==> config.mk <==
export PLATFORM = sky130hd
export DESIGN_NAME = multdiv_unit_flat
export DESIGN_NICKNAME = d
export VERILOG_FILES = /design/src/rtl/multdiv_unit_if.sv /design/src/rtl/multdiv_unit.sv /design/src/flat_wrapper.sv
export SDC_FILE = /design/constraint.sdc
export NUM_CORES = 1
export LEC_CHECK = 0
export BUFFER_PORTS_ARGS = -buffer_cell sky130_fd_sc_hd__buf_2
export CORE_ASPECT_RATIO = 1.4
export CORE_MARGIN = 2
export CORE_UTILIZATION = 47
export CTS_CLUSTER_DIAMETER = 40
export CTS_CLUSTER_SIZE = 12
export DETAILED_ROUTE_END_ITERATION = 7
export GPL_TIMING_DRIVEN = 0
export PLACE_DENSITY = 0.73
export SYNTH_ARGS = -nofsm -noshare
export SYNTH_HDL_FRONTEND = slang
export SYNTH_SLANG_ARGS = --single-unit
==> constraint.sdc <==
create_clock -name clock -period 7.3 [get_ports clock]
set_input_delay 0.73 -clock clock [delete_from_list [all_inputs] [get_ports clock]]
set_output_delay 0.73 -clock clock [all_outputs]
set_load 0.05 [all_outputs]
==> src/rtl/multdiv_unit_if.sv <==
// rtl/multdiv_unit_if.sv - issue/result bundle between execute stage and multdiv_unit
interface multdiv_unit_if #(
  parameter int WIDTH = 32,
  parameter int TAG_W = 5
);
  logic             ctrl_MULT;
  logic             ctrl_DIV;
  logic [WIDTH-1:0] data_operandA;
  logic [WIDTH-1:0] data_operandB;
  logic [TAG_W-1:0] rd_in;
  logic             busy;
  logic [WIDTH-1:0] data_result;
  logic             data_exception;
  logic             data_resultRDY;
  logic [TAG_W-1:0] rd_out;

  modport master (
    output ctrl_MULT, ctrl_DIV, data_operandA, data_operandB, rd_in,
    input  busy, data_result, data_exception, data_resultRDY, rd_out
  );

  modport slave (
    input  ctrl_MULT, ctrl_DIV, data_operandA, data_operandB, rd_in,
    output busy, data_result, data_exception, data_resultRDY, rd_out
  );
endinterface

==> src/rtl/multdiv_unit.sv <==
// rtl/multdiv_unit.sv - iterative signed multiply/divide unit; MULTDIV_BOOTH4_EN selects radix-4 Booth multiply
module multdiv_unit #(
  parameter int WIDTH = 32,
  parameter int TAG_W = 5
) (
  input  logic          clock,
  input  logic          reset,
  multdiv_unit_if.slave bus
);

  typedef enum logic [1:0] {IDLE, MULT, DIV, DONE} state_t;

`ifdef MULTDIV_BOOTH4_EN
  localparam logic [4:0] MUL_LAST  = 5'd15;
  localparam int         MUL_SHIFT = 2;
`else
  localparam logic [4:0] MUL_LAST  = 5'd31;
  localparam int         MUL_SHIFT = 1;
`endif
  localparam logic [4:0] DIV_LAST = 5'd31;

  state_t             state_q, state_d;
  logic [4:0]         cnt_q, cnt_d;
  // acc: product accumulator (mul) or partial remainder (div)
  logic [2*WIDTH-1:0] acc_q, acc_d;
  // sh_a: shifting multiplicand (mul) or divisor magnitude (div)
  logic [2*WIDTH-1:0] sh_a_q, sh_a_d;
  // sh_b: shifting multiplier (mul) or dividend/quotient shifter (div)
  logic [WIDTH:0]     sh_b_q, sh_b_d;
  logic               neg_q, neg_d;
  logic               ovf_q, ovf_d;
  logic               dz_q, dz_d;
  logic [TAG_W-1:0]   tag_q, tag_d;
  logic [TAG_W-1:0]   rd_q, rd_d;
  logic [WIDTH-1:0]   res_q, res_d;
  logic               exc_q, exc_d;

  logic [WIDTH-1:0]   mag_a, mag_b;
  logic [2*WIDTH-1:0] mul_acc, mul_prod;
  logic [WIDTH:0]     div_r, div_rem;
  logic               div_ge;
  logic [WIDTH-1:0]   div_quo, div_res;

  assign mag_a = bus.data_operandA[WIDTH-1] ? -bus.data_operandA : bus.data_operandA;
  assign mag_b = bus.data_operandB[WIDTH-1] ? -bus.data_operandB : bus.data_operandB;

`ifdef MULTDIV_BOOTH4_EN
  logic [2*WIDTH-1:0] booth_add;

  // Radix-4 Booth: recode the next multiplier triple into 0, +-A or +-2A
  always_comb begin
    booth_add = '0;
    case (sh_b_q[2:0])
      3'b001, 3'b010: booth_add = sh_a_q;
      3'b011:         booth_add = sh_a_q << 1;
      3'b100:         booth_add = -(sh_a_q << 1);
      3'b101, 3'b110: booth_add = -sh_a_q;
      default:        booth_add = '0;
    endcase
  end

  assign mul_acc  = acc_q + booth_add;
  assign mul_prod = mul_acc;
`else
  // Radix-2 shift-add on magnitudes; sign restored on the final product
  assign mul_acc  = acc_q + (sh_b_q[0] ? sh_a_q : '0);
  assign mul_prod = neg_q ? -mul_acc : mul_acc;
`endif

  // Restoring division step: shift in the next dividend bit, subtract if it fits
  assign div_r   = {acc_q[WIDTH-1:0], sh_b_q[WIDTH-1]};
  assign div_ge  = div_r >= {1'b0, sh_a_q[WIDTH-1:0]};
  assign div_rem = div_ge ? div_r - {1'b0, sh_a_q[WIDTH-1:0]} : div_r;
  assign div_quo = {sh_b_q[WIDTH-2:0], div_ge};
  assign div_res = neg_q ? -div_quo : div_quo;

  // Next-state: start capture, one iteration per cycle, result commit on the last one
  always_comb begin
    state_d = state_q;
    cnt_d   = cnt_q;
    acc_d   = acc_q;
    sh_a_d  = sh_a_q;
    sh_b_d  = sh_b_q;
    neg_d   = neg_q;
    ovf_d   = ovf_q;
    dz_d    = dz_q;
    tag_d   = tag_q;
    rd_d    = rd_q;
    res_d   = res_q;
    exc_d   = exc_q;
    case (state_q)
      IDLE, DONE: begin
        state_d = IDLE;
        if (bus.ctrl_MULT || bus.ctrl_DIV) begin
          cnt_d = '0;
          acc_d = '0;
          tag_d = bus.rd_in;
          neg_d = bus.data_operandA[WIDTH-1] ^ bus.data_operandB[WIDTH-1];
          ovf_d = 1'b0;
          dz_d  = 1'b0;
          if (bus.ctrl_MULT) begin
            state_d = MULT;
`ifdef MULTDIV_BOOTH4_EN
            sh_a_d = {{WIDTH{bus.data_operandA[WIDTH-1]}}, bus.data_operandA};
            sh_b_d = {bus.data_operandB, 1'b0};
`else
            sh_a_d = {{WIDTH{1'b0}}, mag_a};
            sh_b_d = {1'b0, mag_b};
`endif
          end else begin
            state_d = DIV;
            sh_a_d  = {{WIDTH{1'b0}}, mag_b};
            sh_b_d  = {1'b0, mag_a};
            dz_d    = (bus.data_operandB == '0);
            ovf_d   = (bus.data_operandA == {1'b1, {(WIDTH-1){1'b0}}}) &&
                      (bus.data_operandB == '1);
          end
        end
      end
      MULT: begin
        acc_d  = mul_acc;
        sh_a_d = sh_a_q << MUL_SHIFT;
        sh_b_d = sh_b_q >> MUL_SHIFT;
        cnt_d  = cnt_q + 5'd1;
        if (cnt_q == MUL_LAST) begin
          state_d = DONE;
          res_d   = mul_prod[WIDTH-1:0];
          exc_d   = mul_prod[2*WIDTH-1:WIDTH] != {WIDTH{mul_prod[WIDTH-1]}};
          rd_d    = tag_q;
        end
      end
      DIV: begin
        acc_d  = {{(WIDTH-1){1'b0}}, div_rem};
        sh_b_d = {1'b0, div_quo};
        cnt_d  = cnt_q + 5'd1;
        if (dz_q) begin
          state_d = DONE;
          res_d   = '0;
          exc_d   = 1'b1;
          rd_d    = tag_q;
        end else if (cnt_q == DIV_LAST) begin
          state_d = DONE;
          res_d   = div_res;
          exc_d   = ovf_q;
          rd_d    = tag_q;
        end
      end
      default: state_d = IDLE;
    endcase
  end

  // State register with synchronous active-high reset aborting any operation
  always_ff @(posedge clock) begin
    if (reset) begin
      state_q <= IDLE;
      cnt_q   <= '0;
      acc_q   <= '0;
      sh_a_q  <= '0;
      sh_b_q  <= '0;
      neg_q   <= 1'b0;
      ovf_q   <= 1'b0;
      dz_q    <= 1'b0;
      tag_q   <= '0;
      rd_q    <= '0;
      res_q   <= '0;
      exc_q   <= 1'b0;
    end else begin
      state_q <= state_d;
      cnt_q   <= cnt_d;
      acc_q   <= acc_d;
      sh_a_q  <= sh_a_d;
      sh_b_q  <= sh_b_d;
      neg_q   <= neg_d;
      ovf_q   <= ovf_d;
      dz_q    <= dz_d;
      tag_q   <= tag_d;
      rd_q    <= rd_d;
      res_q   <= res_d;
      exc_q   <= exc_d;
    end
  end

  assign bus.busy           = (state_q == MULT) || (state_q == DIV);
  assign bus.data_resultRDY = (state_q == DONE);
  assign bus.data_result    = res_q;
  assign bus.data_exception = exc_q;
  assign bus.rd_out         = rd_q;

endmodule

==> src/flat_wrapper.sv <==
// flat-port wrapper written by rule: the top's interface ports become plain ports
module multdiv_unit_flat 
#(
  parameter int WIDTH = 32,
  parameter int TAG_W = 5
)
  (clock, reset, bus_ctrl_MULT, bus_ctrl_DIV, bus_data_operandA, bus_data_operandB, bus_rd_in, bus_busy, bus_data_result, bus_data_exception, bus_data_resultRDY, bus_rd_out);
  multdiv_unit_if #(.WIDTH(WIDTH), .TAG_W(TAG_W)) bus_i ();
  input  logic clock;
  input  logic reset;
  input wire logic [$bits(bus_i.ctrl_MULT)-1:0] bus_ctrl_MULT;
  input wire logic [$bits(bus_i.ctrl_DIV)-1:0] bus_ctrl_DIV;
  input wire logic [$bits(bus_i.data_operandA)-1:0] bus_data_operandA;
  input wire logic [$bits(bus_i.data_operandB)-1:0] bus_data_operandB;
  input wire logic [$bits(bus_i.rd_in)-1:0] bus_rd_in;
  output wire logic [$bits(bus_i.busy)-1:0] bus_busy;
  output wire logic [$bits(bus_i.data_result)-1:0] bus_data_result;
  output wire logic [$bits(bus_i.data_exception)-1:0] bus_data_exception;
  output wire logic [$bits(bus_i.data_resultRDY)-1:0] bus_data_resultRDY;
  output wire logic [$bits(bus_i.rd_out)-1:0] bus_rd_out;
  assign bus_i.ctrl_MULT = bus_ctrl_MULT;
  assign bus_i.ctrl_DIV = bus_ctrl_DIV;
  assign bus_i.data_operandA = bus_data_operandA;
  assign bus_i.data_operandB = bus_data_operandB;
  assign bus_i.rd_in = bus_rd_in;
  assign bus_busy = bus_i.busy;
  assign bus_data_result = bus_i.data_result;
  assign bus_data_exception = bus_i.data_exception;
  assign bus_data_resultRDY = bus_i.data_resultRDY;
  assign bus_rd_out = bus_i.rd_out;
  multdiv_unit #(.WIDTH(WIDTH), .TAG_W(TAG_W)) u_core (.clock(clock), .reset(reset), .bus(bus_i));
endmodule
Word-level counts from Yosys, hierarchy flattened
Index checks and enable logic that the tools add are counted.

storage, ports and cells
  register bits = 214
  word-level logic and storage cells = 77
  bits of input ports = 73
  output and inout port bits = 40

operators by class
  $add $sub $neg = 7
  reduce and logical (&&, ||, !) cells = 12
  equality and inequality tests = 10
  order comparisons = 1
  mux-type cells = 34
  bitwise gates (word level) = 1

operators with widths
  kind                                                             count
  32-bit 2-to-1 mux                                                8
  64-bit 2-to-1 mux                                                4
  64-bit case mux with 3 select lines                              1
  64-bit case mux with 2 select lines                              1
  33-bit case mux with 3 select lines                              1
  32-bit negation                                                  3
  33-bit 2-to-1 mux                                                2
  64-bit adder                                                     1
  32-bit equality test, second input constant                      2
  64-bit negation                                                  1
  32-bit case mux with 2 select lines                              1
  33-bit by 32-bit greater-or-equal comparator with 1-bit output   1
  33-bit by 32-bit subtractor with 33-bit output                   1
  32-bit zero test                                                 1
  32-bit != test                                                   1
  5-bit case mux with 2 select lines                               2
  5-bit 2-to-1 mux                                                 3
  2-bit 2-to-1 mux                                                 4
  2-bit case mux with 3 select lines                               1
  5-bit by 1-bit adder with 5-bit output, second input constant    1
  5-bit equality test, second input constant                       1
  1-bit 2-to-1 mux                                                 5
  2-bit equality test, second input constant                       2
  2-bit by 1-bit != test with 1-bit output, second input constant  2
  other kinds (11)                                                 15

Depth between registers and ports, before layout
  depth after elaboration = 7
  gate-level depth with buffers = 27
  gate-level depth less buffers = 25

Least setup slack after synthesis
OpenSTA, ideal clock, no wires.

  path kind = flip-flop to flip-flop
  from = register u_core.sh_b_q[0]
  to = register u_core.exc_q (netlist: u_core.bus.data_exception)
  setup time = 0.096 ns
  data required time = 7.204 ns
  buffers on the path = 4
  cell stages (with the launch flop) = 24
  slack = 1.673 ns
  arrival = 5.531 ns
  period minus slack after synthesis = 5.627 ns
  path through = dfxtp_1 -> clkbuf_1 -> inv_1 -> clkbuf_1 -> nor2_1 -> ha_1 -> clkbuf_1 -> and4_1 -> clkbuf_1 -> nand3_1 -> or4b_2 -> o31ai_1 -> o31ai_1 -> o31ai_1 -> a31oi_1 -> xnor2_1 -> a2111oi_1 -> nand4_1 -> or3_1 -> o31ai_1 -> xnor2_1 -> o31ai_1 -> and4b_1 -> o41ai_2

between the ends
  word-level cells in the longest chain between the ends = 7

ends and longest elaborated chain
  element                               RTL line             text
  start: declaration                    multdiv_unit.sv:29   logic [WIDTH:0] sh_b_q, sh_b_d;
  start signal: assignment              multdiv_unit.sv:159  sh_b_q <= '0;
  start signal: assignment              multdiv_unit.sv:172  sh_b_q <= sh_b_d;
  64-bit 2-to-1 mux *                   multdiv_unit.sv:66   assign mul_acc = acc_q + (sh_b_q[0] ? sh_a_q : '0);
  64-bit adder *                        multdiv_unit.sv:66
  64-bit negation                       multdiv_unit.sv:67   assign mul_prod = neg_q ? -mul_acc : mul_acc;
  64-bit 2-to-1 mux *                   multdiv_unit.sv:67
  32-bit != test *                      multdiv_unit.sv:128  exc_d = mul_prod[2*WIDTH-1:WIDTH] != {WIDTH{mul_prod[WIDTH-1]}};
  1-bit 2-to-1 mux *                    multdiv_unit.sv:125  if (cnt_q == MUL_LAST) begin
  1-bit case mux with 2 select lines *  multdiv_unit.sv:91   case (state_q)
  end signal: assignment                multdiv_unit.sv:166  exc_q <= 1'b0;
  end signal: assignment                multdiv_unit.sv:179  exc_q <= exc_d;
  end: declaration                      multdiv_unit.sv:36   logic exc_q, exc_d;

Mark *: on every way between the ends. The rest lies on a longest branch, timed or not. The select of a mux whose other input is x is not followed.
A chain may end at the register's enable or synchronous reset.

Worst setup path after layout
Same ends and word-level chain as after synthesis.

==> flow_summary.yaml <==
synth:
  seq_area_frac_synth_pct: 21.5
  ys_types: 93
  synth_area_leaders: "dfxtp_1 (22%), ha_1 (6.6%), nor2_1 (6.4%)"
  syn_inst: 2716
  ys_ff_latch: 213
  yosys.area.top_type: "dfxtp_1"
  synth_area_sq_um: 19800
  synth_nets: 2896
  yosysWarnings: 0
  yosysTopAreaCellShare_pct: 21.5
  synth_area_per_cell_sq_um: 7.29
  synth_top_flop_cell: "dfxtp_1"
  synthArstFlopShare_pct: 0
  synth_edf_count: 0
critical_path:
  worstPathArrival_ns: 7.39
  timing.critical_path.buf_inv: 2
  reg2reg_depth: 20
  cp_common_cell: "o2111ai_1"
  critical_path_class: "register to register"
  critPathRequiredTime_ns: 7.69
  r2r_end: "u_core.bus.data_exception"
  crit_chain: "clkbuf_1 -> nand2_1 -> fa_1 -> nor2b_4 -> o31a_1 -> o2111ai_1 -> a21boi_1 -> o2111ai_1 -> a311oi_1 -> o2111ai_1 -> nand2b_1 -> clkbuf_1 -> o31a_1 -> o32ai_1 -> o2111ai_1 -> nor4b_2 -> and3_1 -> o2111a_1 -> and4b_1 -> o41ai_2"
  slowest_delay_ns: 0.59
  cp_slowest_cell: "clkbuf_1"
  critical_path.startpoint_type: "register"
  r2r-start: "u_core.sh_b_q[0]"
  critical_path.max_fanout: 12
  critical_path.top_delay_family: "compound AO/OA/AOI/OAI gates"
  end_kind: "register"
  cp.depth: 20
  rrSetupSlack_ns: 0.30
placement:
  port_buffers: 110
  dpl.hpwl_um: 69400
  placed_cells: 3374
  dpl_worst_slack_ns: -0.667
  gp_congestion: 1.03
  dpl_cell_area_sq_um: 21100
layout:
  utilization_pct: 53.2
  synthToLayoutAreaGrowth_pct: 12.5
  fillers: 4166
  nets: 3043
  layoutNonFillerInstCount: 3431
  finalInstanceArea_sq_um: 22300
  drive_gt1_share_pct: 7.98
drt:
  via_per_inst: 6.68
  vias: 22922
  route.detailed.drc: 11
  first_pass_iters: 8
  routedWlPerCell_um: 25.3
  ant_nets: 0
  drtIter0Drc: 2128
  finalWirelength_um: 87000
floorplan:
  initial_core_util_pct: 47.3
  rows: 89
  die_x_um: 177
  ios: 113
  die_area_sq_um: 43800
  die_h_um: 247
  core_sq_um: 41900
timing:
  finalMaxSlewViolations: 0
  rsz0062_at_grt: "no"
  finalCritPeriodShare_pct: 95.9
  period_needed_ns: 7.00
  fin_setup_tns_ns: 0
  max_freq_mhz: 143
  worst_slew_pin_slew_ns: 1.39
  max_slew_margin_pct: 6.44
  setup_slack_ns: 0.297
  final_hold_viol_count: 0
  setup_viol_count_final: 0
  finClkSkew_ns: 0.0236
global_route:
  antenna_found_initial: 1
  track_usage_pct: 38.8
  grt_pass1_wl_um: 130000
  grt_pass1_vias: 22276
  met1_usage_pct: 41.6
  grt.busiest_layer: "met2"
  gr-usage-met3_pct: 7.50
  gr-usage-met2_pct: 65.9
  grt_max_degree: 13
  gr-total-overflow: 0
clocking:
  cts.path.max_buffers: 3
  clock_latency_ns: 0.54
  clock-sinks: 213
  h-tree-depth: 2
  clk_pin_slew_ns: 0.06
  cts-root-buf: "clkbuf_16"
  cts_tree: "done"
  ctsHoldBuffers: 0
  cts_buffers: 35
  post-cts-setup-buffer-count: 0
pwr:
  peakVddDrop_v: 0.000335
  p_per_area_nw_per_um2: 365
  leakagePower_nw: 8.81
outcome:
  violations: "design-rule violations"
  status: "finished with violations"
worst_hold_path:
  min_path_cells: 3
  hold_end: "u_core.tag_q[3]"
  hold_start: "bus_rd_in[3]"
  hp-class: "primary input to register"
job:
  maxCapViolCount: 0
placed cells by master, fill, tap and decap left out, types with 49 or more instances in the layout:
master and instances:
inv_1 81, a222oi_1 49, xnor2_1 94, o31ai_1 64, clkbuf_1 166, a22oi_1 64
a21oi_1 159, nor2_1 336, ha_1 105, nand3_1 61, a211oi_1 126, dfxtp_1 212
xor2_1 110, nor3_1 54, and2_1 61, buf_2 120, nand2_1 225, o21ai_0 167
metal layers:
| layer | up-vias | routed length (um) |
|---|---|---|
| li1 | 10493 | - |
| met1 | 10845 | 31100 |
| met2 | 1169 | 40700 |
| met3 | 415 | 6970 |
| met4 | 0 | 8250 |
| met5 | - | 0 |
flip-flops by register name (all words and copies together), names as in the netlist:
| name | cells |
|---|---|
| u_core.acc_q | 64 |
| u_core.sh_a_q | 64 |
| u_core.bus.data_result | 32 |
| u_core.sh_b_q | 32 |
| u_core.bus.rd_out | 5 |
| u_core.cnt_q | 5 |
| u_core.tag_q | 5 |
| u_core.state_q | 2 |
| u_core.bus.data_exception | 1 |
| u_core.dz_q | 1 |
| u_core.neg_q | 1 |
| u_core.ovf_q | 1 |
worst reg2reg max path: stages (launching register included):
cell and delay (ns):
dfxtp_2 0.54, clkbuf_1 0.60, nand2_1 0.24, fa_1 0.55, nor2b_4 0.15, o31a_1 0.38, o2111ai_1 0.21, a21boi_1 0.38
o2111ai_1 0.20, a311oi_1 0.47, o2111ai_1 0.48, nand2b_1 0.33, clkbuf_1 0.24, o31a_1 0.33, o32ai_1 0.36, o2111ai_1 0.19
nor4b_2 0.51, and3_1 0.21, o2111a_1 0.19, and4b_1 0.22, o41ai_2 0.07
stage by stage:
step | power [mW] | hold slack [ns]
floorplan | 4.64 | 0.432
global placement | 6.21 | 0.445
detailed placement | 6.27 | 0.448
CTS | 7.96 | 0.427
global route | 8.49 | 0.445
finish | 8.14 | 0.435
kinds of logic (layout without fill, tap and decap cells):
group / Yosys count / count (layout) / synth area share [%]
AND/OR/NAND/NOR: 970 / 970 / 23.6
AO/OA/AOI/OAI: 928 / 928 / 32.6
buffers and inverters: 274 / 442 / 5.34
flip-flops: 213 / 213 / 21.5
XOR/XNOR: 205 / 205 / 9.07
adder cells (fa/ha/maj): 107 / 107 / 6.84
multiplexers: 19 / 19 / 0.973
other: 0 / 1 / 0
worst max path at each step:
stage / startpoint / endpoint / slack, ns
finish: u_core.sh_b_q[0] / u_core.bus.data_exception / 0.30
floorplan: u_core.sh_b_q[0] / u_core.bus.data_exception / 1.67
global placement: u_core.sh_b_q[0] / u_core.bus.data_exception / -0.71
detailed placement: u_core.sh_b_q[0] / u_core.bus.data_exception / -0.67
global route: u_core.sh_b_q[0] / u_core.bus.data_exception / 0.04
CTS: u_core.sh_b_q[0] / u_core.bus.data_exception / 0.09
power by group:
part | switching, mW | internal [mW] | total, mW
Sequential | 0.205 | 1.37 | 1.58
Clock | 0.649 | 1.03 | 1.68
Combinational | 3.44 | 1.44 | 4.88
Total | 4.30 | 3.84 | 8.14
synthesized netlist by cell type (49+ instances only):
master and count:
a211oi_1 126, a21oi_1 160, a222oi_1 49, a22oi_1 64, and2_1 61, clkbuf_1 169
dfxtp_1 213, ha_1 105, inv_1 81, nand2_1 225, nand3_1 61, nor2_1 336
nor3_1 55, o21ai_0 168, o31ai_1 67, xnor2_1 95, xor2_1 110
area by class of cell:
type	count	area [sq um]	share of cell area (%)
Tap cell	546	683	3.07
Clock buffer	39	921	4.13
Multi-Input combinational cell	2229	14500	65.3
Buffer	190	744	3.34
Clock inverter	19	240	1.08
Antenna cell	1	2.50	0.0112
Timing Repair Buffer	112	569	2.56
Sequential cell	213	4270	19.1
Inverter	82	308	1.38
timing repair:
action | 4_1_cts | 5_1_grt
gates cloned | 0 | 0
resized for setup | 7 | 9
pin swaps | 0 | 0
endpoints found under the setup margin | 1 | 7
Power figures use the tool's default switching activity.
